**src/rtl/ascii_hex_loader.sv**
```systemverilog
// Parses "AAAA=DD<CR|LF>" ASCII lines into address/data write strobes.
// Malformed lines raise a single err pulse and never disturb TestAd/TestDat.
module ascii_hex_loader #(
  parameter int ADDR_DIGITS = 4,
  parameter int DATA_DIGITS = 2
) (
  input  logic                       clk,
  input  logic                       rst,
  input  logic                       rx_valid,
  input  logic [7:0]                 rx_data,
  output logic [4*ADDR_DIGITS-1:0]   TestAd,
  output logic [4*DATA_DIGITS-1:0]   TestDat,
  output logic                       wr_en,
  output logic                       err,
  output logic                       busy,
  output logic [7:0]                 wr_count
);

  localparam int AW   = 4 * ADDR_DIGITS;
  localparam int DW   = 4 * DATA_DIGITS;
  localparam int MAXD = (ADDR_DIGITS > DATA_DIGITS) ? ADDR_DIGITS : DATA_DIGITS;
  localparam int CW   = $clog2(MAXD + 1);
  localparam logic [CW-1:0] ADDR_CNT = CW'(ADDR_DIGITS);
  localparam logic [CW-1:0] DATA_CNT = CW'(DATA_DIGITS);

  typedef enum logic [1:0] {IDLE, ADDR, DATA, SKIP} state_t;

  state_t          state, state_n;
  logic [AW-1:0]   addr_sr;
  logic [DW-1:0]   data_sr;
  logic [CW-1:0]   cnt, cnt_n;

  logic            is_hex, is_term, is_eq;
  logic [3:0]      nib;
  logic            load_addr, shift_addr, shift_data, clr_data, commit, err_n;

  always_comb begin
    is_hex = 1'b0;
    nib    = '0;
    if (rx_data inside {[8'h30:8'h39]}) begin
      is_hex = 1'b1;
      nib    = rx_data[3:0];
    end else if (rx_data inside {[8'h41:8'h46], [8'h61:8'h66]}) begin
      is_hex = 1'b1;
      nib    = rx_data[3:0] + 4'd9;
    end
    is_term = (rx_data == 8'h0D) || (rx_data == 8'h0A);
    is_eq   = (rx_data == 8'h3D);
  end

  always_comb begin
    state_n    = state;
    cnt_n      = cnt;
    load_addr  = 1'b0;
    shift_addr = 1'b0;
    shift_data = 1'b0;
    clr_data   = 1'b0;
    commit     = 1'b0;
    err_n      = 1'b0;
    if (rx_valid) begin
      unique case (state)
        IDLE: begin
          if (is_hex) begin
            load_addr = 1'b1;
            cnt_n     = CW'(1);
            state_n   = ADDR;
          end else if (!is_term) begin
            err_n   = 1'b1;
            state_n = SKIP;
          end
        end
        ADDR: begin
          if (is_hex && cnt < ADDR_CNT) begin
            shift_addr = 1'b1;
            cnt_n      = cnt + CW'(1);
          end else if (is_eq && cnt == ADDR_CNT) begin
            cnt_n    = '0;
            clr_data = 1'b1;
            state_n  = DATA;
          end else begin
            // an early terminator already ends the line, so skip straight to IDLE
            err_n   = 1'b1;
            state_n = is_term ? IDLE : SKIP;
          end
        end
        DATA: begin
          if (is_hex && cnt < DATA_CNT) begin
            shift_data = 1'b1;
            cnt_n      = cnt + CW'(1);
          end else if (is_term && cnt == DATA_CNT) begin
            commit  = 1'b1;
            state_n = IDLE;
          end else begin
            err_n   = 1'b1;
            state_n = is_term ? IDLE : SKIP;
          end
        end
        SKIP: begin
          if (is_term) state_n = IDLE;
        end
        default: state_n = IDLE;
      endcase
    end
  end

  always_ff @(posedge clk or negedge rst) begin
    if (!rst) begin
      state <= IDLE;
      cnt   <= '0;
      busy  <= 1'b0;
      err   <= 1'b0;
      wr_en <= 1'b0;
    end else begin
      state <= state_n;
      cnt   <= cnt_n;
      busy  <= (state_n != IDLE);
      err   <= err_n;
      wr_en <= commit;
    end
  end

  always_ff @(posedge clk or negedge rst) begin
    if (!rst) begin
      addr_sr  <= '0;
      data_sr  <= '0;
      TestAd   <= '0;
      TestDat  <= '0;
      wr_count <= '0;
    end else begin
      if (load_addr)       addr_sr <= AW'(nib);
      else if (shift_addr) addr_sr <= AW'({addr_sr, nib});
      if (clr_data)        data_sr <= '0;
      else if (shift_data) data_sr <= DW'({data_sr, nib});
      if (commit) begin
        TestAd   <= addr_sr;
        TestDat  <= data_sr;
        wr_count <= wr_count + 8'd1;
      end
    end
  end

endmodule

```
**config.mk**
```make
export PLATFORM = sky130hd
export DESIGN_NAME = ascii_hex_loader
export DESIGN_NICKNAME = d
export VERILOG_FILES = /design/src/rtl/ascii_hex_loader.sv
export SDC_FILE = /design/constraint.sdc
export NUM_CORES = 1
export LEC_CHECK = 0
export ABC_AREA = 1
export CAP_MARGIN = 5
export CORE_ASPECT_RATIO = 0.6
export CORE_MARGIN = 4
export CORE_UTILIZATION = 53
export CTS_CLUSTER_SIZE = 24
export DETAILED_ROUTE_END_ITERATION = 16
export PLACE_DENSITY = 0.83
export RECOVER_POWER = 50
export SLEW_MARGIN = 20
export SYNTH_ARGS = -nofsm -noshare
export SYNTH_HDL_FRONTEND = slang
export SYNTH_SLANG_ARGS = --single-unit
```
**constraint.sdc**
```tcl
create_clock -name clk -period 1.95 [get_ports clk]
set_input_delay 0.39 -clock clk [delete_from_list [all_inputs] [get_ports clk]]
set_output_delay 0.39 -clock clk [all_outputs]
set_load 0.05 [all_outputs]
```
; ---- Word-level counts from Yosys, hierarchy flattened
; Cells that the tools add are included.
[totals]
memories = 0
regBits = 64
elab_cells = 95
ram_bits = 0
romBits = 0
latch_bits = 0
inputBits = 11
output_inout_bits = 35
[op_classes]
bitwise = 0
muxes = 48
div = 0
multipliers = 0
order_cmp = 8
n_eq_ne = 11
add_sub_neg = 3
n_reduce_logical = 15
shifts = 0
[ops]
columns = op, n
row1 = 2-to-1 mux 16 bit, 2
row2 = 2-to-1 mux 1 bit, 26
row3 = 2-to-1 mux 2 bit, 9
row4 = equality test 8 x 4 -> 1 bit (second input constant), 2
row5 = >= comparator 8 x 7 -> 1 bit (second input constant), 2
row6 = less-or-equal comparator 8 x 7 -> 1 bit (second input constant), 2
row7 = 2-to-1 mux 8 bit, 2
row8 = 2-to-1 mux 3 bit, 4
row9 = one-hot mux 3 bit (3 select lines), 1
row10 = adder 8 x 1 -> 8 bit (second input constant), 1
row11 = equality test 8 x 6 -> 1 bit (second input constant), 1
row12 = >= comparator 8 x 6 -> 1 bit (second input constant), 1
row13 = less-or-equal comparator 8 x 6 -> 1 bit (second input constant), 1
row14 = 2-to-1 mux 4 bit, 2
row15 = one-hot mux 2 bit (4 select lines), 1
row16 = nonzero test 2 bit, 4
row17 = logical AND 1 bit, 7
row18 = AND reduction 5 bit, 1
row19 = adder 4 bit (second input constant), 1
row20 = equality test 2 bit (second input constant), 2
row21 = != test 2 bit (second input constant), 2
row22 = adder 3 x 1 -> 3 bit (second input constant), 1
row23 = equality test 3 x 2 -> 1 bit (second input constant), 1
row24 = equality test 3 bit (second input constant), 1
row25 = 8 further kinds, 8

; ---- Depth between registers and ports, before layout
; Gate-level depths: netlist of run 1.
[depth]
depth_word = 11
ltp_mapped = 13
ltp_nobuf = 13

; ---- Worst setup path before layout of run 1
; Ideal clock, no wire load.
[synth_timing]
kind = input to register
start = in rx_data[1]
end = reg addr_sr[10]
stages = 10
arrival_time_ns = 1.509
slack_ns = 0.315
t_required_ns = 1.824
setup_ns = 0.126
n_path_buf = 1
path_cell_list = inv_1 > ha_1 > inv_1 > nand3b_1 > nand3_2 > nand2_2 > nand3_2 > o21ai_1 > buf_2 > o22ai_1
[synth_via]
elab_chain_cells = 10
elab_cells_between_ends = 21
cone_classes = order compare (6) / mux (9) / reduce/logical (6)
[synth_rtl]
columns = element, line
row1 = "start, declared", 10  ; input logic [7:0] rx_data,
row2 = >= comparator 8 x 7 -> 1 bit / less-or-equal comparator 8 x 7 -> 1 bit (equally long branches), 43  ; end else if (rx_data inside {[8'h41:8'h46], [8'h61:8'h66]}) begin
row3 = logical AND 1 bit, 43
row4 = nonzero test 2 bit, 43
row5 = 2-to-1 mux 1 bit, 43
row6 = 2-to-1 mux 1 bit *, 40  ; if (rx_data inside {[8'h30:8'h39]}) begin
row7 = logical AND 1 bit, 73  ; if (is_hex && cnt < ADDR_CNT) begin
row8 = 2-to-1 mux 1 bit, 73
row9 = 2-to-1 mux 1 bit, 61  ; unique case (state)
row10 = 2-to-1 mux 1 bit, 60  ; if (rx_valid) begin
row11 = nonzero test 2 bit (no source line), n/a
row12 = "end signal, assigned", 130  ; if (load_addr) addr_sr <= AW'(nib);
row13 = "end signal, assigned", 131  ; else if (shift_addr) addr_sr <= AW'({addr_sr, nib});
row14 = "end, declared", 29  ; logic [AW-1:0] addr_sr;
; Mark *: on every way between the ends. The rest lies on a longest branch, timed or not.
; A chain may end at the register's enable or synchronous reset.

; ---- Final worst setup path of run 1
[layout_timing]
start = reg wr_count[5]
end = out wr_count[5]
[layout_lines]
columns = element, line
row1 = "start, declared", 16  ; output logic [7:0] wr_count
row2 = "start signal, assigned", 137  ; wr_count <= wr_count + 8'd1;
; No word-level cell between the ends.

==> impl_metrics.json, run 1 <==
{
  "outcome": "complete, no violations",
  "peakVddDrop_uv": 744,
  "setup_tns_ns": 0,
  "cts_max_level": 3,
  "crit_path_end": "wr_count[5]",
  "critical_path_class": "register to output pin",
  "grt_pass1_wl_mm": 11.3,
  "cp_slowest_cell": "clkdlybuf4s50_1",
  "drive_gt1_frac": 0.168,
  "rows": 20,
  "synth_edf_count": 0,
  "skew_ns": 0.00497,
  "drt_wl_total_mm": 6.72,
  "syn-cell-area_sq_um": 2980,
  "post-route-util": 0.744,
  "r2r_cells": 8,
  "start_util": 0.569,
  "fin_nets": 435,
  "finish.instance_area_sq_um": 3890,
  "wl_per_cell_microns": 13.9,
  "period_share": 0.981,
  "arrival_ns": 1.52,
  "setup_viol": 0,
  "clkTransAtPathRegs_ns": 0.07,
  "min_path_type": "register to register",
  "core_area_sq_um": 5230,
  "n_antenna_cell": 0,
  "cp_top_family": "buffers and inverters",
  "drv_cap": 0,
  "wl_met2_mm": 2.97,
  "crit_cells": 1,
  "grt_usage": 0.209,
  "io_buffer_count": 45,
  "min_period_ns": 1.91,
  "required_ns": 1.56,
  "cts_tree": "built",
  "top_layer": "met4",
  "clock.fmax_ghz": 0.523,
  "worstMarginPinSlew_ns": 0.622,
  "startpoint": "wr_count[5]",
  "hold_viol": 0,
  "fillers": 383,
  "clock-sinks": 64,
  "overflow": 0,
  "syn_nets": 351,
  "antenna_found_initial": 0,
  "dr.pass1.iters": 4,
  "cp_num_buf_inv": 1,
  "wl_met3_microns": 382,
  "ys_seq_area_frac": 0.538,
  "synth.top_cells.by_count": "nand2_1, dfrtp_1, inv_1, o21ai_0, nand3_1",
  "ys_async_sr_fraction": 1.00,
  "instances_no_fill": 482,
  "relSlewSlack": 0.587,
  "r2r_setup_slack_ns": 0.19,
  "grt_pass1_vias": 2375,
  "yosysUniqueCellTypes": 32,
  "cellLeakagePower_nw": 2.00,
  "timing.rr.end": "TestDat[7]",
  "synth_area_leaders": "dfrtp_1, nand2_1, inv_1",
  "worstReg2RegStart": "state[0]",
  "clockBufferDepth": 2,
  "cp_max_fo": 3,
  "hold_path_startpoint": "wr_count[7]",
  "grt_max_degree": 38,
  "gp_congestion": 0.996,
  "placed_area_sq_um": 3690,
  "clkLatencyLatePin_ns": 0.34,
  "synth_top_area_frac": 0.538,
  "cpPeakStageDelay_ns": 0.81,
  "final_max_slew_viol_count": 0,
  "endpoint_kind": "output pin",
  "drc_errors": 0,
  "io_pins": 46,
  "die_x_microns": 105,
  "cellPowerDensity_nw_per_um2": 987,
  "dp_cells": 460,
  "num_vias": 2487,
  "synth_ff_type": "dfrtp_1",
  "via_per_inst": 5.16,
  "hpwl_mm": 4.70,
  "syn_inst": 328,
  "avgSynthCellArea_sq_um": 9.07,
  "wl_met1_mm": 3.29,
  "cts_buffers": 9,
  "clockRootBuffer": "clkbuf_8",
  "cp_cell_sequence": "clkdlybuf4s50_1",
  "synth_most_common_cell": "nand2_1",
  "synth_area_leader_cell": "dfrtp_1",
  "start_kind": "register",
  "synth-seq-cells": 64,
  "ant_nets": 0,
  "die_y_microns": 66.0,
  "syn2layout_area_growth_pct": 30.7,
  "drt_iter0_markers": 163,
  "yosysWarnings": 0,
  "die_area_sq_um": 6920
}
cell families (layout without fill, tap and decap cells):
logic type | count (synthesis) | after routing | synth area share
XOR/XNOR | 8 | 8 | 0.0235
multiplexers | 1 | 1 | 0.00336
adder cells (fa/ha/maj) | 12 | 12 | 0.0505
buffers and inverters | 64 | 152 | 0.0887
AND/OR/NAND/NOR | 117 | 117 | 0.182
AO/OA/AOI/OAI | 62 | 62 | 0.114
flip-flops | 64 | 64 | 0.538
metal layers:
layer,global-route usage,up-vias
met3,0.0615,9
met4,0.0753,0
met1,0.288,1186
li1,-,1222
met2,0.315,70
met5,0,-
worst min path at each step:
stage	to	slack, ns	cells after the start
6_report	wr_count[7]	0.46	1
5_1_grt	wr_count[7]	0.50	1
4_1_cts	data_sr[6]	0.45	2
3_5_place_dp	TestDat[5]	0.28	1
3_3_place_gp	TestDat[5]	0.28	1
2_1_floorplan	TestAd[0]	0.09	0
power breakdown:
part           total (mW)  switching [mW]  internal (mW)
sequential           1.73           0.108           1.62
clock               0.968           0.481          0.487
combinational        1.14           0.745          0.400
total                3.84            1.33           2.51
through the flow:
| step | power [mW] | setup slack [ns] | hold WS, ns |
|---|---|---|---|
| 5_1_grt | 4.10 | -0.00939 | 0.497 |
| 3_3_place_gp | 2.77 | -0.341 | 0.281 |
| 3_5_place_dp | 2.80 | -0.428 | 0.281 |
| 2_1_floorplan | 2.46 | 0.315 | 0.0944 |
| 6_report | 3.84 | 0.0363 | 0.464 |
| 4_1_cts | 3.81 | 0.0198 | 0.453 |
timing repair:
action / 4_1_cts / 5_1_grt
endpoints found under the setup margin: 36 / 16
endpoints found under the hold margin: 8 / 0
pin swaps: 5 / 5
gates resized for setup: 9 / 16
buffers inserted: 3 / 2
cloned: 0 / 1
hold buffers: 1 / 0
layout by cell type, fill, tap and decap left out, types with 2 or more instances in the layout:
cell and n:
nand2_4 2, clkdlybuf4s50_1 29, buf_4 29, nand2_1 68
o22ai_1 17, o21ai_0 27, clkbuf_8 10, clkbuf_2 2
xnor2_1 4, inv_2 2, dlygate4sd2_1 3, nand3_1 17
a21oi_1 5, xor2_1 4, dfrtp_1 64, ha_1 11
inv_1 53, clkinv_2 3, nor2_4 2, nor2_1 11
o21ai_1 10, buf_12 2, nand3_2 3, nand4_1 2
nand2_2 4, clkbuf_1 13, o21ai_2 2
final cells by class:
| class | count | area [sq um] | area share |
|---|---|---|---|
| tap | 66 | 82.6 | 0.0212 |
| timing repair buffer | 81 | 672 | 0.173 |
| sequential | 64 | 1600 | 0.412 |
| multi-input combinational | 200 | 1160 | 0.298 |
| inverter | 56 | 211 | 0.0544 |
| clock buffer | 12 | 145 | 0.0373 |
| clock inverter | 3 | 18.8 | 0.00482 |
state kept, by name (all words and copies together) (netlist names):
| name | flops |
|---|---|
| state | 2 |
| busy | 1 |
| addr_sr | 16 |
| data_sr | 8 |
| wr_en | 1 |
| cnt | 3 |
| TestAd | 16 |
| TestDat | 8 |
| wr_count | 8 |
| err | 1 |
Note: power is estimated with default switching activity, not from simulation.
==> inputs of run 2 (changes only) <==
--- a/config.mk
+++ b/config.mk
@@ -6,7 +6,7 @@
 export NUM_CORES = 1
 export LEC_CHECK = 0
 export ABC_AREA = 1
-export CAP_MARGIN = 5
+export CAP_MARGIN = 20
 export CORE_ASPECT_RATIO = 0.6
 export CORE_MARGIN = 4
 export CORE_UTILIZATION = 53
@@ -18,3 +18,4 @@
 export SYNTH_ARGS = -nofsm -noshare
 export SYNTH_HDL_FRONTEND = slang
 export SYNTH_SLANG_ARGS = --single-unit
+export TNS_END_PERCENT = 30
==> results of run 2 <==
No change in the layout: final DEF, timing and power equal those of run 1.
==> inputs of run 3 (changes only) <==
--- a/config.mk
+++ b/config.mk
@@ -10,11 +10,13 @@
 export CORE_ASPECT_RATIO = 0.6
 export CORE_MARGIN = 4
 export CORE_UTILIZATION = 53
+export CTS_BUF_LIST = sky130_fd_sc_hd__clkbuf_16
 export CTS_CLUSTER_SIZE = 24
 export DETAILED_ROUTE_END_ITERATION = 16
 export PLACE_DENSITY = 0.83
 export RECOVER_POWER = 50
-export SLEW_MARGIN = 20
+export SKIP_LAST_GASP = 1
+export SLEW_MARGIN = 10
 export SYNTH_ARGS = -nofsm -noshare
 export SYNTH_HDL_FRONTEND = slang
 export SYNTH_SLANG_ARGS = --single-unit
==> impl_metrics.json, run 3 (synthesis results as in run 1) <==
{
  "outcome": "complete, no violations",
  "relSlewSlack": 0.591,
  "drt_iter0_markers": 153,
  "clock.fmax_ghz": 0.523,
  "fin_ws_ns": 0.0370,
  "grt_pass1_wl_mm": 11.8,
  "start_kind": "register",
  "critical_path_class": "register to output pin",
  "drv_cap": 0,
  "clock_power_share": 0.324,
  "power_frac_comb": 0.267,
  "min_period_ns": 1.91,
  "start_util": 0.569,
  "cts_max_level": 3,
  "required_ns": 1.56,
  "cp_cell_sequence": "clkdlybuf4s50_1",
  "clkLatencyLatePin_ns": 0.32,
  "grt_max_degree": 38,
  "via_per_inst": 5.27,
  "hold_viol": 0,
  "drc_errors": 0,
  "top_regs": "TestAd x16, addr_sr x16",
  "die_x_microns": 105,
  "antenna_found_initial": 0,
  "cts_buffers": 9,
  "gp_congestion": 0.996,
  "endpoint_kind": "output pin",
  "peakVddDrop_uv": 595,
  "period_share": 0.981,
  "min_path_type": "register to register",
  "dr.pass1.iters": 4,
  "hold_path_startpoint": "wr_count[7]",
  "die_y_microns": 66.0,
  "p_switching_mw": 1.40,
  "grt_usage": 0.219,
  "cp_max_fo": 3,
  "arrival_ns": 1.52,
  "clock-sinks": 64,
  "drt_wl_total_mm": 6.98,
  "final_max_slew_viol_count": 0,
  "io_pins": 46,
  "rsz0062_at_grt": "true",
  "worstReg2RegStart": "state[0]",
  "clockBufferDepth": 2,
  "core_area_sq_um": 5230,
  "seqPwrFrac": 0.409,
  "overflow": 0,
  "cp_slowest_cell": "clkdlybuf4s50_1",
  "ant_nets": 0,
  "io_buffer_count": 45,
  "cts_tree": "built",
  "die_area_sq_um": 6920,
  "cellPowerDensity_nw_per_um2": 1070,
  "final_common_cell": "nand2_1",
  "cellLeakagePower_nw": 2.03,
  "dpl_worst_slack_ns": -0.428,
  "syn2layout_area_growth_pct": 32.9,
  "cp_num_buf_inv": 1,
  "mostFrequentLayoutCells": "nand2_1, dfrtp_1, inv_1",
  "rows": 20,
  "grt_pass1_vias": 2446,
  "swShare": 0.329,
  "p_int_mw": 2.84,
  "cp_top_family": "buffers and inverters",
  "worstMarginPinSlew_ns": 0.615,
  "num_vias": 2524,
  "startpoint": "wr_count[4]",
  "wl_per_cell_microns": 14.6,
  "skew_ns": 0.00385,
  "power_mw": 4.24,
  "clockRootBuffer": "clkbuf_16",
  "cpPeakStageDelay_ns": 0.82,
  "clkTransAtPathRegs_ns": 0.05,
  "n_antenna_cell": 0,
  "hpwl_mm": 4.70,
  "drive_gt1_frac": 0.153,
  "fin_nets": 432,
  "setup_viol": 0
}
==> run 3: final timing paths <==
| path | end | slack, ns | cells after the start |
|---|---|---|---|
| hold / removal | wr_count[7] | 0.46 | 1 |
| setup reg to reg | TestDat[1] | 0.19 | 7 |
| hold reg to reg | wr_count[7] | 0.46 | 1 |
| setup / recovery | wr_count[4] | 0.04 | 1 |
| min in group asynchronous | TestDat[5] | 0.58 | 2 |
| max in group asynchronous | addr_sr[12] | 0.40 | 3 |
==> run 3: worst register-to-register path, cell delays in order (launching register included) <==
cell     delay [ns]
dfrtp_1        0.41
inv_1          0.16
ha_1           0.27
nand2_1        0.18
nor2_8         0.20
inv_2          0.08
buf_4          0.19
o21ai_0        0.19
==> run 3: stage by stage <==
stage	instances	TNS (ns)	utilization	cell area (sq um)	hold WS, ns
CTS	477	0	0.762	3980	0.467
global route	479	-0.242	0.756	3960	0.494
floorplan	328	0	-	2980	0.0944
finish	479	0	0.756	3960	0.462
global placement	460	-17.98	0.705	3690	0.281
detailed placement	460	-21.55	0.705	3690	0.281
==> run 3: final cells by class <==
class	count	area [sq um]
Tap cell	66	82.6
Fill cell	376	1270
Multi-Input combinational cell	200	1140
Clock inverter	6	30.0
Sequential cell	64	1600
Clock buffer	9	225
Inverter	56	211
Timing Repair Buffer	78	667
==> run 3: metal layers <==
layer  vias up  wire length [microns]  global-route usage
li1       1212                      -                   -
met1      1194                   3200               0.286
met2       105                   3160               0.347
met3        13                    486              0.0673
met4         0                    131              0.0835
met5         -                      0                   0
==> run 3: what timing repair did <==
action / 4_1_cts / 5_1_grt
cloned: 0 / 0
hold endpoints to repair: 8 / 0
pin swaps: 6 / 6
hold buffers: 1 / 0
buffers inserted: 1 / 2
setup endpoints to repair: 49 / 5
resized for setup: 10 / 5
==> run 3: power by group through the flow <==
stage | clock, mW | combinational [mW] | sequential, mW
finish | 1.37 | 1.13 | 1.73
global route | 1.46 | 1.27 | 1.77
CTS | 1.39 | 1.11 | 1.73
detailed placement | 0 | 1.06 | 1.75
global placement | 0 | 1.03 | 1.74
floorplan | 0 | 0.662 | 1.80
